$ cat src/rtl/obuf_pkg.sv
// Shared definitions for the OBUF store/load schedulers: state encoding,
// default widths and the outstanding-counter width helper.
package obuf_pkg;

  typedef enum logic [1:0] {
    IDLE  = 2'd0,
    ISSUE = 2'd1,
    DRAIN = 2'd2,
    DONE  = 2'd3
  } sched_state_e;

  localparam int DEF_TAG_W           = 1;
  localparam int DEF_ADDR_W          = 42;
  localparam int DEF_ROW_CNT_W       = 16;
  localparam int DEF_LEN_W           = 8;
  localparam int DEF_MAX_OUTSTANDING = 8;

  // One extra bit so the counter can hold MAX_OUTSTANDING itself.
  function automatic int cnt_w(input int max_out);
    return $clog2(max_out) + 1;
  endfunction

endpackage

$ cat src/rtl/obuf_stmem_sched_if.sv
// DDR write request / response channel between the OBUF store scheduler
// (master) and the memory controller (slave).
interface obuf_stmem_sched_if #(
  parameter int TAG_W  = 1,
  parameter int ADDR_W = 42,
  parameter int LEN_W  = 8
) ();

  logic              wr_req_valid;
  logic              wr_req_ready;
  logic [ADDR_W-1:0] wr_req_addr;
  logic [LEN_W-1:0]  wr_req_len;
  logic [TAG_W-1:0]  wr_req_tag;
  logic              wr_resp_valid;

  modport master (
    output wr_req_valid, wr_req_addr, wr_req_len, wr_req_tag,
    input  wr_req_ready, wr_resp_valid
  );

  modport slave (
    input  wr_req_valid, wr_req_addr, wr_req_len, wr_req_tag,
    output wr_req_ready, wr_resp_valid
  );

endinterface

$ cat src/rtl/obuf_outstanding_cnt.sv
// Up/down counter of requests awaiting a response, with a limit flag and a
// sticky underflow flag; shared by the OBUF store and load schedulers.
module obuf_outstanding_cnt
  import obuf_pkg::*;
#(
  parameter int MAX_OUTSTANDING = DEF_MAX_OUTSTANDING,
  localparam int CNT_W          = cnt_w(MAX_OUTSTANDING)
) (
  input  logic clk,
  input  logic reset,
  input  logic inc_i,
  input  logic dec_i,
  output logic at_limit_o,
  output logic empty_o,
  output logic underflow_o
);

  logic [CNT_W-1:0] count_q, count_d;
  logic             underflow_q, underflow_d;
  logic             dec_ok;

  // A response with nothing outstanding is dropped and only flagged.
  assign dec_ok = dec_i && (count_q != '0);

  always_comb begin
    count_d     = count_q;
    underflow_d = underflow_q | (dec_i && (count_q == '0));
    case ({inc_i, dec_ok})
      2'b10:   count_d = count_q + CNT_W'(1);
      2'b01:   count_d = count_q - CNT_W'(1);
      default: count_d = count_q;
    endcase
  end

  always_ff @(posedge clk or posedge reset) begin
    if (reset) begin
      count_q     <= '0;
      underflow_q <= 1'b0;
    end else begin
      count_q     <= count_d;
      underflow_q <= underflow_d;
    end
  end

  assign at_limit_o  = (count_q == CNT_W'(MAX_OUTSTANDING));
  assign empty_o     = (count_q == '0);
  assign underflow_o = underflow_q;

endmodule

$ cat src/rtl/obuf_stmem_sched.sv
// OBUF store-side scheduler: drains each ready tag as one DDR write per row and
// releases the tag once all responses return. Optional perf counters: OBUF_STMEM_PERF_EN.
module obuf_stmem_sched
  import obuf_pkg::*;
#(
  parameter int TAG_W           = DEF_TAG_W,
  parameter int ADDR_W          = DEF_ADDR_W,
  parameter int ROW_CNT_W       = DEF_ROW_CNT_W,
  parameter int LEN_W           = DEF_LEN_W,
  parameter int MAX_OUTSTANDING = DEF_MAX_OUTSTANDING
) (
  input  logic                 clk,
  input  logic                 reset,
  input  logic                 cfg_start,
  input  logic [ADDR_W-1:0]    cfg_base_addr,
  input  logic [ADDR_W-1:0]    cfg_row_stride,
  input  logic [ADDR_W-1:0]    cfg_tile_stride,
  input  logic [ROW_CNT_W-1:0] cfg_num_rows,
  input  logic [LEN_W-1:0]     cfg_burst_len,
  input  logic                 stmem_tag_ready,
  input  logic [TAG_W-1:0]     stmem_tag,
  input  logic                 stmem_ddr_pe_sw,
  output logic                 stmem_tag_done,
  obuf_stmem_sched_if.master   wr,
  output logic                 busy,
  output logic                 err_resp_underflow
`ifdef OBUF_STMEM_PERF_EN
  ,
  output logic [31:0]          perf_busy_cycles,
  output logic [31:0]          perf_stall_cycles
`endif
);

  sched_state_e         state_q, state_d;
  logic [ADDR_W-1:0]    tile_base_q, tile_base_d;
  logic [ADDR_W-1:0]    addr_q, addr_d;
  logic [ROW_CNT_W-1:0] row_idx_q, row_idx_d;
  logic [ROW_CNT_W-1:0] num_rows_q, num_rows_d;
  logic [LEN_W-1:0]     burst_q, burst_d;
  logic [TAG_W-1:0]     tag_q, tag_d;
  logic                 ddr_q, ddr_d;

  logic req_valid, accept, at_limit, cnt_empty;

  assign req_valid = (state_q == ISSUE) && !at_limit;
  assign accept    = req_valid && wr.wr_req_ready;

  obuf_outstanding_cnt #(
    .MAX_OUTSTANDING(MAX_OUTSTANDING)
  ) u_outstanding (
    .clk        (clk),
    .reset      (reset),
    .inc_i      (accept),
    .dec_i      (wr.wr_resp_valid),
    .at_limit_o (at_limit),
    .empty_o    (cnt_empty),
    .underflow_o(err_resp_underflow)
  );

  always_comb begin
    state_d     = state_q;
    tile_base_d = tile_base_q;
    addr_d      = addr_q;
    row_idx_d   = row_idx_q;
    num_rows_d  = num_rows_q;
    burst_d     = burst_q;
    tag_d       = tag_q;
    ddr_d       = ddr_q;
    case (state_q)
      IDLE: begin
        if (cfg_start) begin
          tile_base_d = cfg_base_addr;
        end else if (stmem_tag_ready) begin
          tag_d      = stmem_tag;
          ddr_d      = stmem_ddr_pe_sw;
          num_rows_d = cfg_num_rows;
          burst_d    = cfg_burst_len;
          addr_d     = tile_base_q;
          row_idx_d  = '0;
          state_d    = (!stmem_ddr_pe_sw || cfg_num_rows == '0) ? DONE : ISSUE;
        end
      end
      ISSUE: begin
        // Row address advances by the stride on every accept instead of a multiply.
        if (accept) begin
          addr_d    = addr_q + cfg_row_stride;
          row_idx_d = row_idx_q + ROW_CNT_W'(1);
          if (row_idx_q == num_rows_q - ROW_CNT_W'(1)) state_d = DRAIN;
        end
      end
      DRAIN: begin
        if (cnt_empty) state_d = DONE;
      end
      DONE: begin
        if (ddr_q) tile_base_d = tile_base_q + cfg_tile_stride;
        row_idx_d = '0;
        state_d   = IDLE;
      end
      default: state_d = IDLE;
    endcase
  end

  always_ff @(posedge clk or posedge reset) begin
    if (reset) begin
      state_q     <= IDLE;
      tile_base_q <= '0;
      addr_q      <= '0;
      row_idx_q   <= '0;
      num_rows_q  <= '0;
      burst_q     <= '0;
      tag_q       <= '0;
      ddr_q       <= 1'b0;
    end else begin
      state_q     <= state_d;
      tile_base_q <= tile_base_d;
      addr_q      <= addr_d;
      row_idx_q   <= row_idx_d;
      num_rows_q  <= num_rows_d;
      burst_q     <= burst_d;
      tag_q       <= tag_d;
      ddr_q       <= ddr_d;
    end
  end

  assign wr.wr_req_valid = req_valid;
  assign wr.wr_req_addr  = addr_q;
  assign wr.wr_req_len   = burst_q;
  assign wr.wr_req_tag   = tag_q;
  assign stmem_tag_done  = (state_q == DONE);
  assign busy            = (state_q != IDLE);

`ifdef OBUF_STMEM_PERF_EN
  logic [31:0] perf_busy_q, perf_busy_d;
  logic [31:0] perf_stall_q, perf_stall_d;

  always_comb begin
    perf_busy_d  = perf_busy_q;
    perf_stall_d = perf_stall_q;
    if (cfg_start) begin
      perf_busy_d  = '0;
      perf_stall_d = '0;
    end else begin
      if (busy && !(&perf_busy_q)) perf_busy_d = perf_busy_q + 32'd1;
      if (req_valid && !wr.wr_req_ready && !(&perf_stall_q)) perf_stall_d = perf_stall_q + 32'd1;
    end
  end

  always_ff @(posedge clk or posedge reset) begin
    if (reset) begin
      perf_busy_q  <= '0;
      perf_stall_q <= '0;
    end else begin
      perf_busy_q  <= perf_busy_d;
      perf_stall_q <= perf_stall_d;
    end
  end

  assign perf_busy_cycles  = perf_busy_q;
  assign perf_stall_cycles = perf_stall_q;
`endif

endmodule

$ cat src/flat_wrapper.sv
// flat-port wrapper written by rule: the top's interface ports become plain ports
module obuf_stmem_sched_flat import obuf_pkg::*;
#(
  parameter int TAG_W           = DEF_TAG_W,
  parameter int ADDR_W          = DEF_ADDR_W,
  parameter int ROW_CNT_W       = DEF_ROW_CNT_W,
  parameter int LEN_W           = DEF_LEN_W,
  parameter int MAX_OUTSTANDING = DEF_MAX_OUTSTANDING
)
  (clk, reset, cfg_start, cfg_base_addr, cfg_row_stride, cfg_tile_stride, cfg_num_rows, cfg_burst_len, stmem_tag_ready, stmem_tag, stmem_ddr_pe_sw, stmem_tag_done, busy, err_resp_underflow, wr_wr_req_valid, wr_wr_req_addr, wr_wr_req_len, wr_wr_req_tag, wr_wr_req_ready, wr_wr_resp_valid);
  obuf_stmem_sched_if #(.TAG_W(TAG_W), .ADDR_W(ADDR_W), .LEN_W(LEN_W)) wr_i ();
  input  logic clk;
  input  logic reset;
  input  logic cfg_start;
  input  logic [ADDR_W-1:0] cfg_base_addr;
  input  logic [ADDR_W-1:0] cfg_row_stride;
  input  logic [ADDR_W-1:0] cfg_tile_stride;
  input  logic [ROW_CNT_W-1:0] cfg_num_rows;
  input  logic [LEN_W-1:0] cfg_burst_len;
  input  logic stmem_tag_ready;
  input  logic [TAG_W-1:0] stmem_tag;
  input  logic stmem_ddr_pe_sw;
  output logic stmem_tag_done;
  output logic busy;
  output logic err_resp_underflow;
  output wire logic [$bits(wr_i.wr_req_valid)-1:0] wr_wr_req_valid;
  output wire logic [$bits(wr_i.wr_req_addr)-1:0] wr_wr_req_addr;
  output wire logic [$bits(wr_i.wr_req_len)-1:0] wr_wr_req_len;
  output wire logic [$bits(wr_i.wr_req_tag)-1:0] wr_wr_req_tag;
  input wire logic [$bits(wr_i.wr_req_ready)-1:0] wr_wr_req_ready;
  input wire logic [$bits(wr_i.wr_resp_valid)-1:0] wr_wr_resp_valid;
  assign wr_wr_req_valid = wr_i.wr_req_valid;
  assign wr_wr_req_addr = wr_i.wr_req_addr;
  assign wr_wr_req_len = wr_i.wr_req_len;
  assign wr_wr_req_tag = wr_i.wr_req_tag;
  assign wr_i.wr_req_ready = wr_wr_req_ready;
  assign wr_i.wr_resp_valid = wr_wr_resp_valid;
  obuf_stmem_sched #(.TAG_W(TAG_W), .ADDR_W(ADDR_W), .ROW_CNT_W(ROW_CNT_W), .LEN_W(LEN_W), .MAX_OUTSTANDING(MAX_OUTSTANDING)) u_core (.clk(clk), .reset(reset), .cfg_start(cfg_start), .cfg_base_addr(cfg_base_addr), .cfg_row_stride(cfg_row_stride), .cfg_tile_stride(cfg_tile_stride), .cfg_num_rows(cfg_num_rows), .cfg_burst_len(cfg_burst_len), .stmem_tag_ready(stmem_tag_ready), .stmem_tag(stmem_tag), .stmem_ddr_pe_sw(stmem_ddr_pe_sw), .stmem_tag_done(stmem_tag_done), .wr(wr_i), .busy(busy), .err_resp_underflow(err_resp_underflow));
endmodule
$ cat config.mk
export PLATFORM = sky130hd
export DESIGN_NAME = obuf_stmem_sched_flat
export DESIGN_NICKNAME = d
export VERILOG_FILES = /design/src/rtl/obuf_pkg.sv /design/src/rtl/obuf_stmem_sched_if.sv /design/src/rtl/obuf_outstanding_cnt.sv /design/src/rtl/obuf_stmem_sched.sv /design/src/flat_wrapper.sv
export SDC_FILE = /design/constraint.sdc
export NUM_CORES = 1
export LEC_CHECK = 0
export CAP_MARGIN = 40
export CORE_MARGIN = 1
export CORE_UTILIZATION = 40
export DETAILED_ROUTE_END_ITERATION = 12
export SLEW_MARGIN = 5
export SYNTH_ARGS = -nofsm -noshare
export SYNTH_HDL_FRONTEND = slang
export SYNTH_HIERARCHICAL = 1
export SYNTH_SLANG_ARGS = --single-unit
$ cat constraint.sdc
create_clock -name clk -period 4.7 [get_ports clk]
set_input_delay 0.94 -clock clk [delete_from_list [all_inputs] [get_ports clk]]
set_output_delay 0.94 -clock clk [all_outputs]
set_load 0.03 [all_outputs]
==> results of run 1 <==
## cells in the final DEF, fill, tap and decap left out, types with 7 or more instances in the layout
| cell | count |
|---|---|
| buf_4 | 12 |
| nor2_1 | 70 |
| mux2i_1 | 53 |
| nand2b_1 | 8 |
| xnor2_1 | 57 |
| nor4_1 | 8 |
| mux2_2 | 27 |
| a21oi_1 | 110 |
| o211ai_1 | 9 |
| clkdlybuf4s50_1 | 212 |
| o21a_1 | 9 |
| a31oi_1 | 14 |
| a211oi_1 | 9 |
| nor3b_1 | 16 |
| xor2_1 | 50 |
| nor2b_1 | 17 |
| nor3_1 | 21 |
| o21bai_1 | 9 |
| ha_1 | 89 |
| dfrtp_1 | 133 |
| and3_1 | 18 |
| a21o_1 | 37 |
| nand2_1 | 147 |
| or3_1 | 7 |
| inv_1 | 25 |
| nand4_1 | 16 |
| nand3_1 | 28 |
| clkbuf_16 | 17 |
| o21ai_0 | 126 |
## layout make-up
| cell class | count | area share, % |
|---|---|---|
| well taps | 335 | 3.01 |
| clock buffers | 17 | 3.05 |
| flip-flops and latches | 133 | 23.9 |
| inverters | 27 | 0.746 |
| clock inverters | 15 | 1.17 |
| diodes | 1 | 0.0180 |
| multi-input cells | 1053 | 52.1 |
| repair buffers | 225 | 16.0 |
## power by group through the flow
stage	Sequential (W)	Combinational, W	Clock, W
3_5_place_dp	0.00227	0.00630	0
2_1_floorplan	0.00243	0.00428	0
3_3_place_gp	0.00226	0.00624	0
6_report	0.00225	0.00634	0.00135
4_1_cts	0.00225	0.00634	0.00139
5_1_grt	0.00232	0.00703	0.00144
## Yosys cell counts (all sizes together) (4+ instances only)
master and instances:
a2111oi 6, a211oi 9, a21boi 4, a21o 38
a21oi 111, a221oi 6, a311oi 5, a31oi 15
and2 6, and3 18, buf 10, clkbuf 44
dfrtp 133, ha 91, inv 26, mux2 27
mux2i 53, nand2 147, nand2b 8, nand3 28
nand3b 5, nand4 16, nor2 70, nor2b 17
nor3 21, nor3b 16, nor4 8, o2111ai 4
o211ai 9, o21a 9, o21ai 135, o21bai 9
o22ai 5, o31ai 6, or3 7, xnor2 57
xor2 50
## path summary, 6_finish.rpt
check | slack, ns | startpoint | endpoint | cells after the start
max in group asynchronous | 2.85 | reset | u_core/tile_base_q[5] | 3
worst min register to register | 0.46 | u_core/u_outstanding/underflow_o | u_core/u_outstanding/underflow_o | 1
min in group asynchronous | 0.80 | reset | u_core/u_outstanding/count_q[1] | 2
worst min-delay path | 0.46 | u_core/u_outstanding/underflow_o | u_core/u_outstanding/underflow_o | 1
worst max-delay path | 0.71 | cfg_row_stride[12] | u_core/wr.wr_req_addr[41] | 14
worst max register to register | 1.24 | u_core/wr.wr_req_addr[12] | u_core/wr.wr_req_addr[41] | 13
## kinds of logic after synthesis
logic type               Yosys count
AO/OA/AOI/OAI                    392
XOR/XNOR                         107
buffers and inverters             81
adder cells (fa/ha/maj)           93
flip-flops                       133
multiplexers                      80
AND/OR/NAND/NOR                  381
## registers in the layout (all words and copies together), names as in the netlist, 2 cells and up
| register | flops |
|---|---|
| u_core/num_rows_q | 16 |
| u_core/u_outstanding/count_q | 4 |
| u_core/wr.wr_req_len | 8 |
| u_core/state_q | 2 |
| u_core/wr.wr_req_addr | 42 |
| u_core/row_idx_q | 16 |
| u_core/tile_base_q | 42 |
## stage by stage
| step | util [%] | cells |
|---|---|---|
| 2_1_floorplan | - | 1267 |
| 3_3_place_gp | 50.6 | 1773 |
| 3_5_place_dp | 50.6 | 1773 |
| 4_1_cts | 52.8 | 1805 |
| 5_1_grt | 52.9 | 1806 |
| 6_report | 52.9 | 1806 |
## routing by layer
layer  wire, microns  part of all wire [%]  global-route usage, %  up-vias
li1                -                     -                      -     5024
met1           15300                    46                   32.4     4686
met2           15500                    47                   39.4      264
met3            1590                   4.8                   4.11       48
met4             770                   2.3                   8.01        2
met5              12                 0.036                      0        -
==> flow_metrics.tcl, run 1 <==
set metrics [dict create \
    outcome "finished, final reports clean" \
    overflow 0 \
    ios 213 \
    drc_errors 0 \
    fin_nets 1708 \
    start_util_pct 41.2 \
    switching_power_w 0.00483 \
    critPathLaunchType "primary input" \
    place_worst_setup_slack_ns 0.273 \
    syn_to_final_growth_pct 28.1 \
    cts.hold.buffers_added 0 \
    clk_path_buf_depth 2 \
    postPlaceCellArea_sq_um 13300 \
    combPwrFrac_pct 63.8 \
    clock_latency_ns 0.43 \
    cts_root_buf "clkbuf_16" \
    synthAdderAreaFrac_pct 10.8 \
    crit_slowest_cell "a2111oi_0" \
    synthTopCellsByArea "dfrtp_1 31%, ha_1 10%, o21ai_0 5.8%, nand2_1 5.1%, a21oi_1 5.1%" \
    synthesis.nets 1518 \
    seqCellArea_sq_um 3330 \
    p_leak_nw 5.95 \
    avgRoutedWirePerCell_microns 18.4 \
    slew_violations 0 \
    cts.sinks 133 \
    die_x_microns 167 \
    synth_area_sq_um 10900 \
    die_h_microns 167 \
    setup_viol 0 \
    arrival_ns 4.34 \
    firstDrtPassIters 6 \
    path_clk_slew_ns 0.07 \
    worst_pin_slew_ns 0.913 \
    cp_top_family "compound AO/OA/AOI/OAI gates" \
    fillers 2478 \
    total_power_w 0.00994 \
    crit_fanout 8 \
    post_cts_buffers 0 \
    hold_path_class "flip-flop to flip-flop" \
    grt_max_degree 59 \
    power.density_nw_per_um2 714 \
    ir_drop_mv 0.330 \
    final.setup.worst_slack_ns 0.706 \
    grt_pass1_vias 9951 \
    multi_input_area_sq_um 7260 \
    netlist_instances 1267 \
    slew_headroom_pct 38.9 \
    synth-seq-cells 133 \
    dp_hpwl_mm 26.0 \
    avgViaCountPerCell 5.55 \
    swShare_pct 48.6 \
    synth-xor-area-share_pct 8.62 \
    numCtsBuffers 17 \
    yosys.area_share.simple_pct 17.0 \
    skew_ns 0.0110 \
    wl_mm 33.2 \
    p_seq_share_pct 22.6 \
    std_cell_rows 59 \
    pwr-share-clk_pct 13.6 \
    synth-edff-count 0 \
    grtUsageTotal_pct 24.2 \
    power.internal_w 0.00511 \
    core_sq_um 26400 \
    hold_violations 0 \
    port_buffers 212 \
    critPathCaptureType "flip-flop" \
    synthArstFlopShare_pct 100 \
    cts_resized 0 \
    synth_top_area_cell "dfrtp_1" \
    htreeDepth 4 \
    critical_path_class "primary input to flip-flop" \
    tns_ns 0 \
    synth_top_family_by_area "compound AO/OA/AOI/OAI gates" \
    syn_area_per_cell_sq_um 8.58 \
    ys_seq_area_share_pct 30.6 \
    path_cells "clkdlybuf4s50_1, ha_1, and3_1, nand3_1, nand3b_1, a2111oi_0, buf_4, o2111ai_1, a31oi_1, buf_4, a221oi_1, xnor2_1, nand4b_1, o211ai_1" \
    grt_first_pass_wirelength_mm 53.1 \
    antenna_left 0 \
    whs_ns 0.461 \
    synth_warnings 6 \
    cts_tree "built" \
    drt-initial-drc-count 636 \
    critPathMaxStageDelay_ns 0.65 \
    required_ns 5.04 \
    synth_top_area_share_pct 30.6 \
    fmaxAchievable_ghz 0.250 \
    drive_above_1_share_pct 6.26 \
    path_buf_inv 3 \
    synth_mux_area_share_pct 7.68 \
    vias 10000 \
    place.gp.congestion 0.888 \
    synth-compound-area-share_pct 22.4 \
    die_area_sq_um 27800 \
    period_share_pct 85.0 \
    fin_area_sq_um 13900 \
    synth_top_flop_cell "dfrtp_1" \
    yosysUniqueCellTypes 75 \
    antenna_found_initial 2 \
    cpMostUsedCell "buf_4" \
    rsz0062_at_grt "false" \
    fin_crit_ns 3.99 \
    maxCapViolations 0 \
]
Power figures use the tool's default switching activity.
==> run 2, diff against run 1 <==
PLACE_DENSITY = 0.67   (was not set)
clock period = 3.5 ns   (was 4.7 ns; I/O delays follow)
==> flow_metrics.tcl, run 2 (same netlist as run 1, synthesis figures left out) <==
set metrics [dict create \
    reg2regPathDepth 11 \
    vias 10700 \
    slew_violations 0 \
    p_leak_nw 6.57 \
    grtUsageTotal_pct 24.4 \
    critPathCaptureType "flip-flop" \
    path_clk_slew_ns 0.07 \
    fin_crit_ns 3.35 \
    dp_cells 1898 \
    core_sq_um 26400 \
    min_path_cells 1 \
    whs_ns 0.482 \
    numCtsBuffers 17 \
    combPwrFrac_pct 66.2 \
    overflow 0 \
    fillers 2377 \
    grt_max_degree 58 \
    setup_viol 0 \
    antenna_found_initial 4 \
    avgViaCountPerCell 5.53 \
    outcome "finished, final reports clean" \
    start_util_pct 41.2 \
    pwr-share-clk_pct 12.7 \
    hold_violations 0 \
    r2r-end "u_core/tile_base_q[39]" \
    hold_path_class "flip-flop to flip-flop" \
    mostFrequentLayoutCells "212 x clkdlybuf4s50_1, 147 x nand2_1, 133 x dfrtp_1, 133 x buf_4, 124 x o21ai_0" \
    htreeDepth 4 \
    arrival_ns 3.72 \
    crit_fanout 4 \
    ir_drop_mv 0.443 \
    syn_to_final_growth_pct 37.9 \
    worst_pin_slew_ns 0.902 \
    slew_headroom_pct 39.6 \
    cts.hold.buffers_added 0 \
    required_ns 3.87 \
    die_area_sq_um 27800 \
    dp_hpwl_mm 26.5 \
    drc_errors 0 \
    fin_util_pct 56.9 \
    ios 213 \
    power.density_nw_per_um2 961 \
    min_from "u_core/u_outstanding/underflow_o" \
    holdPathEnd "u_core/u_outstanding/underflow_o" \
    post_cts_buffers 0 \
    critPathLaunchType "primary input" \
    port_buffers 212 \
    drt-initial-drc-count 785 \
    grt_first_pass_wirelength_mm 54.3 \
    die_x_microns 167 \
    firstDrtPassIters 5 \
    cts_tree "built" \
    period_share_pct 95.8 \
    die_h_microns 167 \
    antenna_left 0 \
    std_cell_rows 59 \
    r2r-start "u_core/tile_base_q[7]" \
    swShare_pct 46.6 \
    place.gp.congestion 0.937 \
    maxCapViolations 0 \
    switching_power_w 0.00672 \
    skew_ns 0.0118 \
    clk_path_buf_depth 2 \
    cts.sinks 133 \
    fin_cells 1934 \
    drive_above_1_share_pct 14.4 \
    p_seq_share_pct 21.1 \
    fmaxAchievable_ghz 0.298 \
    cts_root_buf "clkbuf_16" \
    final_common_cell "clkdlybuf4s50_1" \
    multi_input_area_sq_um 7330 \
    clock_latency_ns 0.42 \
    power.internal_w 0.00769 \
    seqCellArea_sq_um 3330 \
    fin_nets 1833 \
    wl_mm 33.7 \
    grt_pass1_vias 10600 \
    critical_path_class "primary input to flip-flop" \
    avgRoutedWirePerCell_microns 17.4 \
    r2r_slack_ns 0.38 \
]
## run 2: cell types whose count changed in the layout (fill, tap and decap cells not counted), sizes merged
cell,previous run,this run
buf,13,138
bufinv,1,2
clkbuf,17,18
clkinv,5,6
clkinvlp,1,2
diode,1,4
inv,35,31
## run 2: how the worst max path moves through the flow
stage	startpoint	end	slack (ns)
5_1_grt	cfg_tile_stride[0]	u_core/tile_base_q[40]	-0.0004
3_3_place_gp	cfg_tile_stride[0]	u_core/tile_base_q[40]	-0.33
4_1_cts	cfg_tile_stride[7]	u_core/tile_base_q[35]	0.03
3_5_place_dp	cfg_tile_stride[7]	u_core/tile_base_q[39]	-0.48
6_report	cfg_tile_stride[7]	u_core/tile_base_q[39]	0.15
2_1_floorplan	cfg_tile_stride[0]	u_core/tile_base_q[36]	0.23
## run 2: what timing repair did
item | 4_1_cts | 5_1_grt
pin swaps | 0 | 10
resized for setup | 1 | 17
endpoints found under the setup margin | 1 | 16
## run 2: power by group through the flow
stage / logic (W) / registers (W) / clock network [W]
floorplan: 0.00574 / 0.00327 / 0
global placement: 0.00916 / 0.00302 / 0
detailed placement: 0.00935 / 0.00304 / 0
CTS: 0.00942 / 0.00303 / 0.00187
global route: 0.0105 / 0.00313 / 0.00194
finish: 0.00953 / 0.00304 / 0.00183
## run 2: layout make-up
cell class	instances	share of cell area, %
Clock inverter	14	1.11
Inverter	27	0.701
Multi-Input combinational cell	1053	48.9
Sequential cell	133	22.2
Timing Repair Buffer	350	21.4
Antenna cell	4	0.0668
Tap cell	335	2.80
Clock buffer	18	2.86
## run 2: per-layer routing
metal | track usage (%) | part of all wire, %
met5 | 0 | 0
met4 | 8.74 | 2.4
met3 | 3.83 | 5.4
met2 | 39.7 | 47
met1 | 32.5 | 45
## run 2: stage by stage
stage / setup slack [ns] / instance area (sq um) / TNS (ns) / power [W]
floorplan: 0.228 / 10900 / 0 / 0.00901
global placement: -0.333 / 14300 / -5.34 / 0.0122
detailed placement: -0.475 / 14300 / -7.30 / 0.0124
CTS: 0.0266 / 14900 / 0 / 0.0143
global route: -0.000367 / 15000 / -0.000367 / 0.0156
finish: 0.148 / 15000 / 0 / 0.0144
## run 2: critical path, cell delays in order
cell,delay [ns]
clkdlybuf4s50_1,0.42
ha_1,0.35
a21oi_1,0.21
nor2b_1,0.09
a211oi_2,0.27
a21oi_2,0.12
o211a_1,0.25
or2_1,0.26
a41oi_2,0.23
o211ai_1,0.17
a2111oi_0,0.43
o32a_1,0.22
==> run 3, diff against run 2 <==
CTS_BUF_LIST = sky130_fd_sc_hd__clkbuf_2 sky130_fd_sc_hd__clkbuf_4 sky130_fd_sc_hd__clkbuf_8   (was not set)
==> flow_metrics.tcl, run 3 (same netlist as run 1, synthesis figures left out) <==
set metrics [dict create \
    critical_path_class "primary input to flip-flop" \
    port_buffers 212 \
    cts_root_buf "clkbuf_8" \
    drc_errors 0 \
    crit_fanout 4 \
    arrival_ns 3.74 \
    critPathLaunchType "primary input" \
    antenna_found_initial 4 \
    postPlaceCellArea_sq_um 14300 \
    crit_end "u_core/tile_base_q[39]" \
    grtUsageTotal_pct 24.2 \
    place.gp.congestion 0.937 \
    overflow 0 \
    numCtsBuffers 17 \
    mostFrequentLayoutCells "212 x clkdlybuf4s50_1, 147 x nand2_1, 133 x dfrtp_1, 133 x buf_4, 126 x o21ai_0" \
    cts.sinks 133 \
    cts_tree "built" \
    hold_path_class "flip-flop to flip-flop" \
    clk_path_buf_depth 2 \
    required_ns 3.90 \
    htreeDepth 4 \
    die_x_microns 167 \
    period_share_pct 95.4 \
    outcome "finished, final reports clean" \
    hold_violations 0 \
    core_sq_um 26400 \
    firstDrtPassIters 5 \
    post_cts_buffers 0 \
    grt_pass1_vias 10500 \
    drive_above_1_share_pct 14.2 \
    tns_ns 0 \
    path_clk_slew_ns 0.09 \
    power.density_nw_per_um2 940 \
    ios 213 \
    p_leak_nw 6.48 \
    start_util_pct 41.2 \
    grt_first_pass_wirelength_mm 53.9 \
    cts.hold.buffers_added 0 \
    r2r-end "u_core/tile_base_q[39]" \
    maxCapViolations 0 \
    die_h_microns 167 \
    std_cell_rows 59 \
    wl_mm 33.4 \
    fmaxAchievable_ghz 0.299 \
    setup_viol 0 \
    slew_headroom_pct 39.4 \
    critPathCaptureType "flip-flop" \
    final_common_cell "clkdlybuf4s50_1" \
    r2r_slack_ns 0.32 \
    avgViaCountPerCell 5.51 \
    grt_max_degree 58 \
    dp_hpwl_mm 26.5 \
    vias 10700 \
    skew_ns 0.0195 \
    avgRoutedWirePerCell_microns 17.3 \
    reg2regPathDepth 11 \
    drt-initial-drc-count 724 \
    fin_area_sq_um 14800 \
    worst_pin_slew_ns 0.906 \
    slew_violations 0 \
    ir_drop_mv 0.441 \
    syn_to_final_growth_pct 36.0 \
    die_area_sq_um 27800 \
    fin_nets 1833 \
    r2r-start "u_core/tile_base_q[7]" \
    rsz0062_at_grt "false" \
    antenna_left 0 \
    crit_start "cfg_tile_stride[7]" \
    clock_latency_ns 0.46 \
    fin_crit_ns 3.34 \
]
run 3: cell counts in the layout (fill, tap and decap cells not counted):
No cell type changed its count.
run 3: layout make-up:
cell class              count  area, sq um
diodes                      4         10.0
fillers                  2405        11600
clock buffers              18          241
multi-input cells        1053         7300
well taps                 335          419
clock inverters            14          166
repair buffers            350         3210
inverters                  27          105
flip-flops and latches    133         3330
run 3: how the worst min path moves through the flow:
stage	start	to	slack, ns	cells after the start
floorplan	u_core/tile_base_q[25]	u_core/tile_base_q[25]	0.47	2
global placement	u_core/u_outstanding/underflow_o	u_core/u_outstanding/underflow_o	0.45	1
finish	u_core/u_outstanding/underflow_o	u_core/u_outstanding/underflow_o	0.49	1
detailed placement	u_core/u_outstanding/underflow_o	u_core/u_outstanding/underflow_o	0.48	1
global route	u_core/u_outstanding/underflow_o	u_core/u_outstanding/underflow_o	0.51	1
CTS	u_core/u_outstanding/underflow_o	u_core/u_outstanding/underflow_o	0.49	1
run 3: stage by stage:
step | utilization, % | hold slack, ns | setup slack, ns | cells | power [W]
after floorplan | - | 0.467 | 0.228 | 1267 | 0.00901
after global placement | 54.2 | 0.449 | -0.333 | 1897 | 0.0122
after detailed placement | 54.3 | 0.477 | -0.475 | 1898 | 0.0124
after CTS | 55.9 | 0.493 | 0.0172 | 1930 | 0.0138
after global routing | 56.1 | 0.513 | 0.000790 | 1933 | 0.0150
final | 56.1 | 0.487 | 0.160 | 1934 | 0.0139
run 3: power by group:
part	internal (W)	total (W)	switching (W)
Combinational	0.00436	0.00950	0.00514
Clock	0.000662	0.00136	0.000701
Sequential	0.00224	0.00304	0.000797
Total	0.00726	0.0139	0.00663
run 3: per-layer routing:
layer  vias up  share of wire [%]  track usage [%]
li1       5269                  -                -
met1      5035                 46             32.4
met2       311                 47             39.2
met3        46                4.9             4.04
met4         0                2.5             8.66
met5         -                  0                0
run 3: worst max-delay path, cell delays in order:
cell	delay (ns)
clkdlybuf4s50_1	0.42
ha_1	0.35
a21oi_1	0.21
nor2b_1	0.09
a211oi_2	0.23
a21oi_1	0.16
o211a_1	0.27
or2_1	0.26
a41oi_2	0.23
o211ai_1	0.17
a2111oi_0	0.43
o32a_1	0.22
run 3: what timing repair did:
action / CTS / global route
gates resized for setup: 0 / 11
hold endpoints to repair: 0 / 0
setup endpoints to repair: 0 / 10
